## src/rtl/fetch_unit.sv

```systemverilog
// fetch_unit: instruction-side responder to the controller FSM.
//
// Holds the program counter, the instruction register and a 2^ADDR_W-byte
// instruction memory. After reset the block sits in LOAD and fills memory
// from the program-load port, then switches to RUN where it honors the
// controller strobes, and finally parks in HALTED until reset.
//
// Optional feature: define FETCH_BOUNDS_EN to build the program-length
// register and the fetch bounds check that drives `fault`.
//
// Ports:
//   clk, rst               clock, asynchronous active-high reset
//   loadIR                 capture mem[pc] into IR
//   incPC                  pc <= pc + 1
//   loadPC, selPC          load pc from regOut (selPC=0) or IR[3:0] (selPC=1)
//   halt                   go to HALTED at the next edge
//   regOut[7:0]            branch target from the register file
//   progData[7:0]          program byte
//   progValid, progLast    load-port valid and final-byte qualifier
//   progReady              load port accepting (state decode only)
//   opcode[3:0]            IR[7:4]
//   operand[3:0]           IR[3:0]
//   pc[ADDR_W-1:0]         current program counter
//   run                    controller strobes are honored
//   fault                  sticky out-of-program fetch flag
//   stateDbg[1:0]          current FSM state (0 LOAD, 1 RUN, 2 HALTED)
//
// Load-port handshake: a beat transfers on a rising edge where
// progValid && progReady are both high. progReady depends on state alone,
// so the producer may hold progValid/progData until it sees the transfer;
// there is no combinational path from progValid to progReady.
module fetch_unit #(
  parameter int ADDR_W = 8
) (
  input  logic              clk,
  input  logic              rst,
  input  logic              loadIR,
  input  logic              incPC,
  input  logic              loadPC,
  input  logic              selPC,
  input  logic              halt,
  input  logic [7:0]        regOut,
  input  logic [7:0]        progData,
  input  logic              progValid,
  input  logic              progLast,
  output logic              progReady,
  output logic [3:0]        opcode,
  output logic [3:0]        operand,
  output logic [ADDR_W-1:0] pc,
  output logic              run,
  output logic              fault,
  output logic [1:0]        stateDbg
);

  typedef enum logic [1:0] {
    S_LOAD   = 2'd0,
    S_RUN    = 2'd1,
    S_HALTED = 2'd2
  } state_t;

  localparam logic [ADDR_W-1:0] PC_ONE = {{(ADDR_W-1){1'b0}}, 1'b1};

  state_t            state, stateNext;
  logic [ADDR_W-1:0] pcNext;
  logic [ADDR_W-1:0] wptr, wptrNext;
  logic [7:0]        ir, irNext;
  logic [7:0]        fetchData;
  logic [7:0]        mem [0:(1<<ADDR_W)-1];
  logic              accept;
  logic              lastBeat;

  assign progReady = (state == S_LOAD);
  assign run       = (state == S_RUN);
  assign opcode    = ir[7:4];
  assign operand   = ir[3:0];
  assign stateDbg  = state;

  assign accept    = progReady && progValid;
  // The write at the top address also ends the load, since wptr would wrap.
  assign lastBeat  = accept && (progLast || (wptr == {ADDR_W{1'b1}}));
  assign fetchData = mem[pc];

  // Memory has no reset; only LOAD-state beats write it.
  always_ff @(posedge clk) begin
    if (accept) begin
      mem[wptr] <= progData;
    end
  end

`ifdef FETCH_BOUNDS_EN
  logic [ADDR_W:0] plen, plenNext;
  logic            faultQ, faultNext;
  logic            outOfBounds;

  // plen is one bit wider so a full 2^ADDR_W-byte program is representable.
  assign outOfBounds = ({1'b0, pc} >= plen);
  assign fault       = faultQ;
`else
  assign fault = 1'b0;
`endif

  always_comb begin
    stateNext = state;
    pcNext    = pc;
    irNext    = ir;
    wptrNext  = wptr;
`ifdef FETCH_BOUNDS_EN
    plenNext  = plen;
    faultNext = faultQ;
`endif
    case (state)
      S_LOAD: begin
        if (accept) begin
          wptrNext = wptr + PC_ONE;
          if (lastBeat) begin
            stateNext = S_RUN;
`ifdef FETCH_BOUNDS_EN
            plenNext  = {1'b0, wptr} + {{ADDR_W{1'b0}}, 1'b1};
`endif
          end
        end
      end
      S_RUN: begin
        if (loadIR) begin
          irNext = fetchData;
`ifdef FETCH_BOUNDS_EN
          // Substitute a HALT opcode so the controller stops on its own.
          if (outOfBounds) begin
            irNext    = 8'hF0;
            faultNext = 1'b1;
          end
`endif
        end
        // loadPC has priority over incPC; the IR used is the pre-edge value.
        if (loadPC) begin
          pcNext = selPC ? ADDR_W'(ir[3:0]) : ADDR_W'(regOut);
        end else if (incPC) begin
          pcNext = pc + PC_ONE;
        end
        if (halt) begin
          stateNext = S_HALTED;
        end
      end
      default: begin
        // HALTED: everything frozen until reset.
      end
    endcase
  end

  always_ff @(posedge clk or posedge rst) begin
    if (rst) begin
      state  <= S_LOAD;
      pc     <= '0;
      ir     <= 8'h00;
      wptr   <= '0;
`ifdef FETCH_BOUNDS_EN
      plen   <= '0;
      faultQ <= 1'b0;
`endif
    end else begin
      state  <= stateNext;
      pc     <= pcNext;
      ir     <= irNext;
      wptr   <= wptrNext;
`ifdef FETCH_BOUNDS_EN
      plen   <= plenNext;
      faultQ <= faultNext;
`endif
    end
  end

endmodule

```

## config.mk

```make
export PLATFORM = sky130hd
export DESIGN_NAME = fetch_unit
export DESIGN_NICKNAME = d
export VERILOG_FILES = /design/src/rtl/fetch_unit.sv
export SDC_FILE = /design/constraint.sdc
export NUM_CORES = 2
export LEC_CHECK = 0
export ABC_CLOCK_PERIOD_IN_PS = 3650
export CORE_ASPECT_RATIO = 1.4
export CORE_UTILIZATION = 40
export CTS_BUF_LIST = sky130_fd_sc_hd__clkbuf_16
export DETAILED_ROUTE_END_ITERATION = 8
export PLACE_DENSITY_LB_ADDON = 0.3
export SLEW_MARGIN = 0
export SYNTH_ARGS = -nofsm -noshare
export SYNTH_HDL_FRONTEND = slang
export SYNTH_SLANG_ARGS = --single-unit
```

## constraint.sdc

```tcl
create_clock -name clk -period 3.65 [get_ports clk]
set_input_delay 0.9125 -clock clk [delete_from_list [all_inputs] [get_ports clk]]
set_output_delay 0.9125 -clock clk [all_outputs]
set_load 0.02 [all_outputs]
```

### After elaboration in Yosys (flattened, before gate mapping)

Memories as Yosys holds them, arrays and structs flattened. A register that Yosys moved wholly into a read port is not among the register bits.
Cells that the tools add are included.

* memories: 1
* output and inout port bits: 21
* RAM bits: 2048
* logic and storage cells: 30
* bits of input ports: 25
* register bits: 18

* eq/ne operators: 5
* add/sub/neg operators: 2
* multiplexer cells: 9
* reduce and logical (&&, ||, !) cells: 10

Memory list
* mem: depth 256, width 8, read ports 1, clocked after Yosys merged registers in 1, write ports 1, line 68 `logic [7:0] mem [0:(1<<ADDR_W)-1];`

Operator list (count)
* 8-bit 2-to-1 mux: 3
* 8-bit by 1-bit adder with 8-bit output (second input constant): 2
* 8-bit equality test (second input constant): 1
* 2-bit 2-to-1 mux: 3
* 2-bit AND reduction: 3
* 2-bit by 1-bit != test with 1-bit output (second input constant): 2
* 2-bit case mux with 2 select lines: 1
* 4-bit AND reduction: 1
* 2-bit nonzero test: 2
* 2-bit by 1-bit equality test with 1-bit output (second input constant): 1
* 1-bit logical AND: 2
* 2-bit logical NOT: 1
* 1-bit 2-to-1 mux: 2
* 2-bit != test (second input constant): 1
* 1-bit logical OR: 1

### Longest topological paths before layout

* depth in word-level cells: 6
* mapped depth: 14
* depth with buffers taken out: 7

### Worst setup path after synthesis

OpenSTA, ideal clock, no wires.

* kind: reg-to-reg
* from: register state[0] (netlist: stateDbg[0])
* to: memory mem[113][0], enable pin
* arrival time: 2.443 ns
* path slack: 0.837 ns
* clock period less this slack: 2.813 ns
* required time: 3.280 ns
* library setup time: 0.370 ns
* stages on the path, launching flop included: 8
* buffers on the path: 3
* cell sequence: dfrtp_1 nor2_1 and2_1 clkbuf_1 clkbuf_1 nand3_1 clkbuf_1 nor2_1

* word-level cells in the longest chain between the ends: 4

RTL lines
* start, declared: line 63 `state_t state, stateNext;`
* start signal, assigned: line 161 `state <= stateNext;`
* 2-bit logical NOT: line 72 `assign progReady = (state == S_LOAD);`
* net progReady: line 46 `output logic progReady,`
* 1-bit logical AND: line 78 `assign accept = progReady && progValid;`
* 1-bit 2-to-1 mux: line 85 `if (accept) begin`
* 1-bit 2-to-1 mux (implied by the code): line 86 `mem[wptr] <= progData;`
* end, declared: line 68

The timed path passes the listed nets, and every way through them passes these cells.

==> impl_metrics.json <==
{
  "status": "complete, but fails checks",
  "violations": "design-rule violations",
  "powerDensity_nw_per_um2": 691,
  "r2r_setup_slack_ps": 10,
  "synth_area_um2": 81200,
  "first_iter_violations": 4466,
  "htreeDepth": 4,
  "finalHoldViolCount": 0,
  "io_buffers": 44,
  "switching_share": 0.307,
  "hold_buffers": 0,
  "cp.required_ps": 4380,
  "drc": 40,
  "syn_inst": 3957,
  "layout-drive-gt1-share": 0.279,
  "cp_max_fo": 36,
  "fin_util": 0.468,
  "final_max_slew_viol_count": 0,
  "cts_root_buf": "clkbuf_16",
  "overflow": 0,
  "area_growth_pct": 16.1,
  "clk_path_buf_depth": 4,
  "grt_pass1_wl_mm": 323,
  "cts_setup_buffers": 0,
  "hold_ws_ps": 465,
  "clock-sinks": 2074,
  "synth.distinct_cells": 70,
  "grt_max_degree": 123,
  "ant_nets": 0,
  "p_clk_frac": 0.302,
  "worstSetupEndpointType": "flip-flop",
  "ioPinCount": 46,
  "synth_ff_type": "edfxtp_1",
  "rsz0062_at_grt": "no",
  "yosysSeqAreaShare": 0.766,
  "core_um2": 202000,
  "tritoncts": "built",
  "switching_power_w": 0.0200,
  "vdd_ir_drop_max_mv": 0.397,
  "r2r_start": "pc[0]",
  "fp.dieW_um": 383,
  "first_pass_iters": 8,
  "initial_core_util": 0.403,
  "total_leakage_power_nw": 30.2,
  "setup_viol": 0,
  "fp.dieH_um": 535,
  "hold_path.class": "in -> async",
  "synth_area_per_cell_um2": 20.5,
  "synth_warnings": 0,
  "period_needed_ps": 3640,
  "p_int_w": 0.0451,
  "nNetsFinal": 4500,
  "tns_ps": 0,
  "crit_type": "reg -> reg",
  "dp_hpwl_mm": 149,
  "synthArstFlopShare": 0.0125,
  "place_worst_setup_slack_ps": 4.03,
  "reg2regPathDepth": 9,
  "core.rowCount": 195,
  "critPathArrivalTime_ps": 4360,
  "place_congestion": 0.878,
  "fin_crit_sh": 0.996,
  "relSlewSlack": 0.235,
  "p_seq_frac": 0.409,
  "ys_ff_latch": 2074,
  "numCtsBuffers": 190,
  "via_count": 42200,
  "nFillCells": 16900,
  "drv_cap": 0,
  "synth_edf_count": 2048,
  "fmax_mhz": 275,
  "clk_pin_slew_ps": 70,
  "antenna_found_initial": 4,
  "timing.rr.end": "ir[7]",
  "cts_resized": 2,
  "wirelength_mm": 228,
  "grt_use_total": 0.221,
  "via_per_inst": 5.80,
  "syn_nets": 3987,
  "finClkSkew_ps": 47.5,
  "die_area_um2": 205000,
  "cp-start-kind": "flip-flop",
  "grt_pass1_vias": 43100,
  "timing.final.ws_setup_ps": 14.7,
  "tightestPinTransition_ps": 1150,
  "wl_per_cell_um": 31.3,
  "power_frac_comb": 0.289,
  "clkLatencyLatePin_ps": 840
}
-- registers in the layout (all words and copies together) (netlist names) --
signal and cells:
pc 8, mem 2048, stateDbg 2, wptr 8, ir 8
-- power by group through the flow --
stage	Clock, W	Sequential (W)	Combinational, W
floorplan	0	0.0269	0.0114
global placement	0	0.0271	0.0189
detailed placement	0	0.0271	0.0189
CTS	0.0199	0.0266	0.0190
global route	0.0207	0.0266	0.0195
finish	0.0197	0.0266	0.0188
-- worst max-delay path: stages, from the launching register on --
cell and delay, ps:
dfrtp_4 600, buf_12 220, buf_12 290, mux4_2 590, nand2b_1 210, a21oi_1 410
o311ai_1 390, nor3_1 430, nor3_1 80, a211o_1 240
-- stage by stage --
step                cells  total power [W]  instance area, µm²
global placement     6937           0.0460               88200
CTS                  7275           0.0655               94200
detailed placement   6937           0.0460               88200
finish               7277           0.0651               94300
global route         7276           0.0668               94300
floorplan            3957           0.0383               81200
-- cells in the final DEF (no fill, tap or decap), drive strengths merged, types with 19 or more instances in the layout --
cell	netlist	final
mux2i	225	225
nor2	292	292
a221o	30	30
nor3	22	22
a211oi	19	19
dfrtp	26	26
bufinv	0	21
edfxtp	2048	2048
mux4	438	438
nand3	48	48
a221oi	45	45
a22oi	34	34
inv	10	46
clkinv	0	87
clkdlybuf4s50	0	35
nand2	109	109
nor2b	27	27
a21oi	75	75
mux2	22	22
clkbuf	132	200
buf	116	525
o21ai	50	50
-- cell families after synthesis --
| logic type | count (synthesis) | share of synthesized area |
|---|---|---|
| AOI/OAI and AO/OA | 372 | 0.0328 |
| xor gates and xnor gates | 7 | 0.000755 |
| adders and majority gates | 5 | 0.000771 |
| buffers and inverters | 258 | 0.0181 |
| DFF | 2074 | 0.766 |
| muxes | 685 | 0.152 |
| other | 1 | 0.0000462 |
| and+or+nand+nor | 555 | 0.0295 |
-- synth_stat cells, drive strengths merged, types with 17 or more instances --
cell / instances / share of area
a21oi: 75 / 0.0046
mux4: 438 / 0.12
nand2: 109 / 0.0050
a211oi: 19 / 0.0018
nand3: 48 / 0.0030
edfxtp: 2048 / 0.76
clkbuf: 132 / 0.0061
a22oi: 34 / 0.0031
nor2b: 27 / 0.0021
o21ai: 50 / 0.0031
mux2i: 225 / 0.028
nor2: 292 / 0.014
a221o: 30 / 0.0037
buf: 116 / 0.012
dfrtp: 26 / 0.0080
mux2: 22 / 0.0031
o221ai: 17 / 0.0018
nor3: 22 / 0.0014
a221oi: 45 / 0.0049
-- layout make-up --
| class | count | area (µm²) | area share |
|---|---|---|---|
| Multi-Input combinational cell | 1625 | 17600 | 0.187 |
| Timing Repair Buffer | 569 | 5050 | 0.0536 |
| Clock inverter | 146 | 1220 | 0.0130 |
| Tap cell | 2659 | 3330 | 0.0353 |
| Clock buffer | 192 | 4800 | 0.0510 |
| Antenna cell | 2 | 5.00 | 0.0000531 |
| Sequential cell | 2074 | 62200 | 0.660 |
| Inverter | 10 | 42.5 | 0.000451 |
-- routing by layer --
metal  share of wire  track usage  up-vias
li1                -            -    17400
met1            0.37        0.274    22500
met2            0.51        0.385     1871
met3           0.069       0.0329      444
met4           0.047       0.0954        2
met5        0.000057            0        -
-- worst max path at each step --
stage | end | slack (ps) | start | depth (start not counted)
global route | pc[1] | 40 | pc[1] | 2
detailed placement | mem[28][6] | 4 | progValid | 7
floorplan | mem[113][0] | 840 | stateDbg[0] | 7
global placement | mem[28][6] | 30 | progValid | 7
CTS | ir[6] | 60 | pc[0] | 12
finish | ir[7] | 10 | pc[0] | 9
No activity file was read; power rests on OpenSTA's default activity.
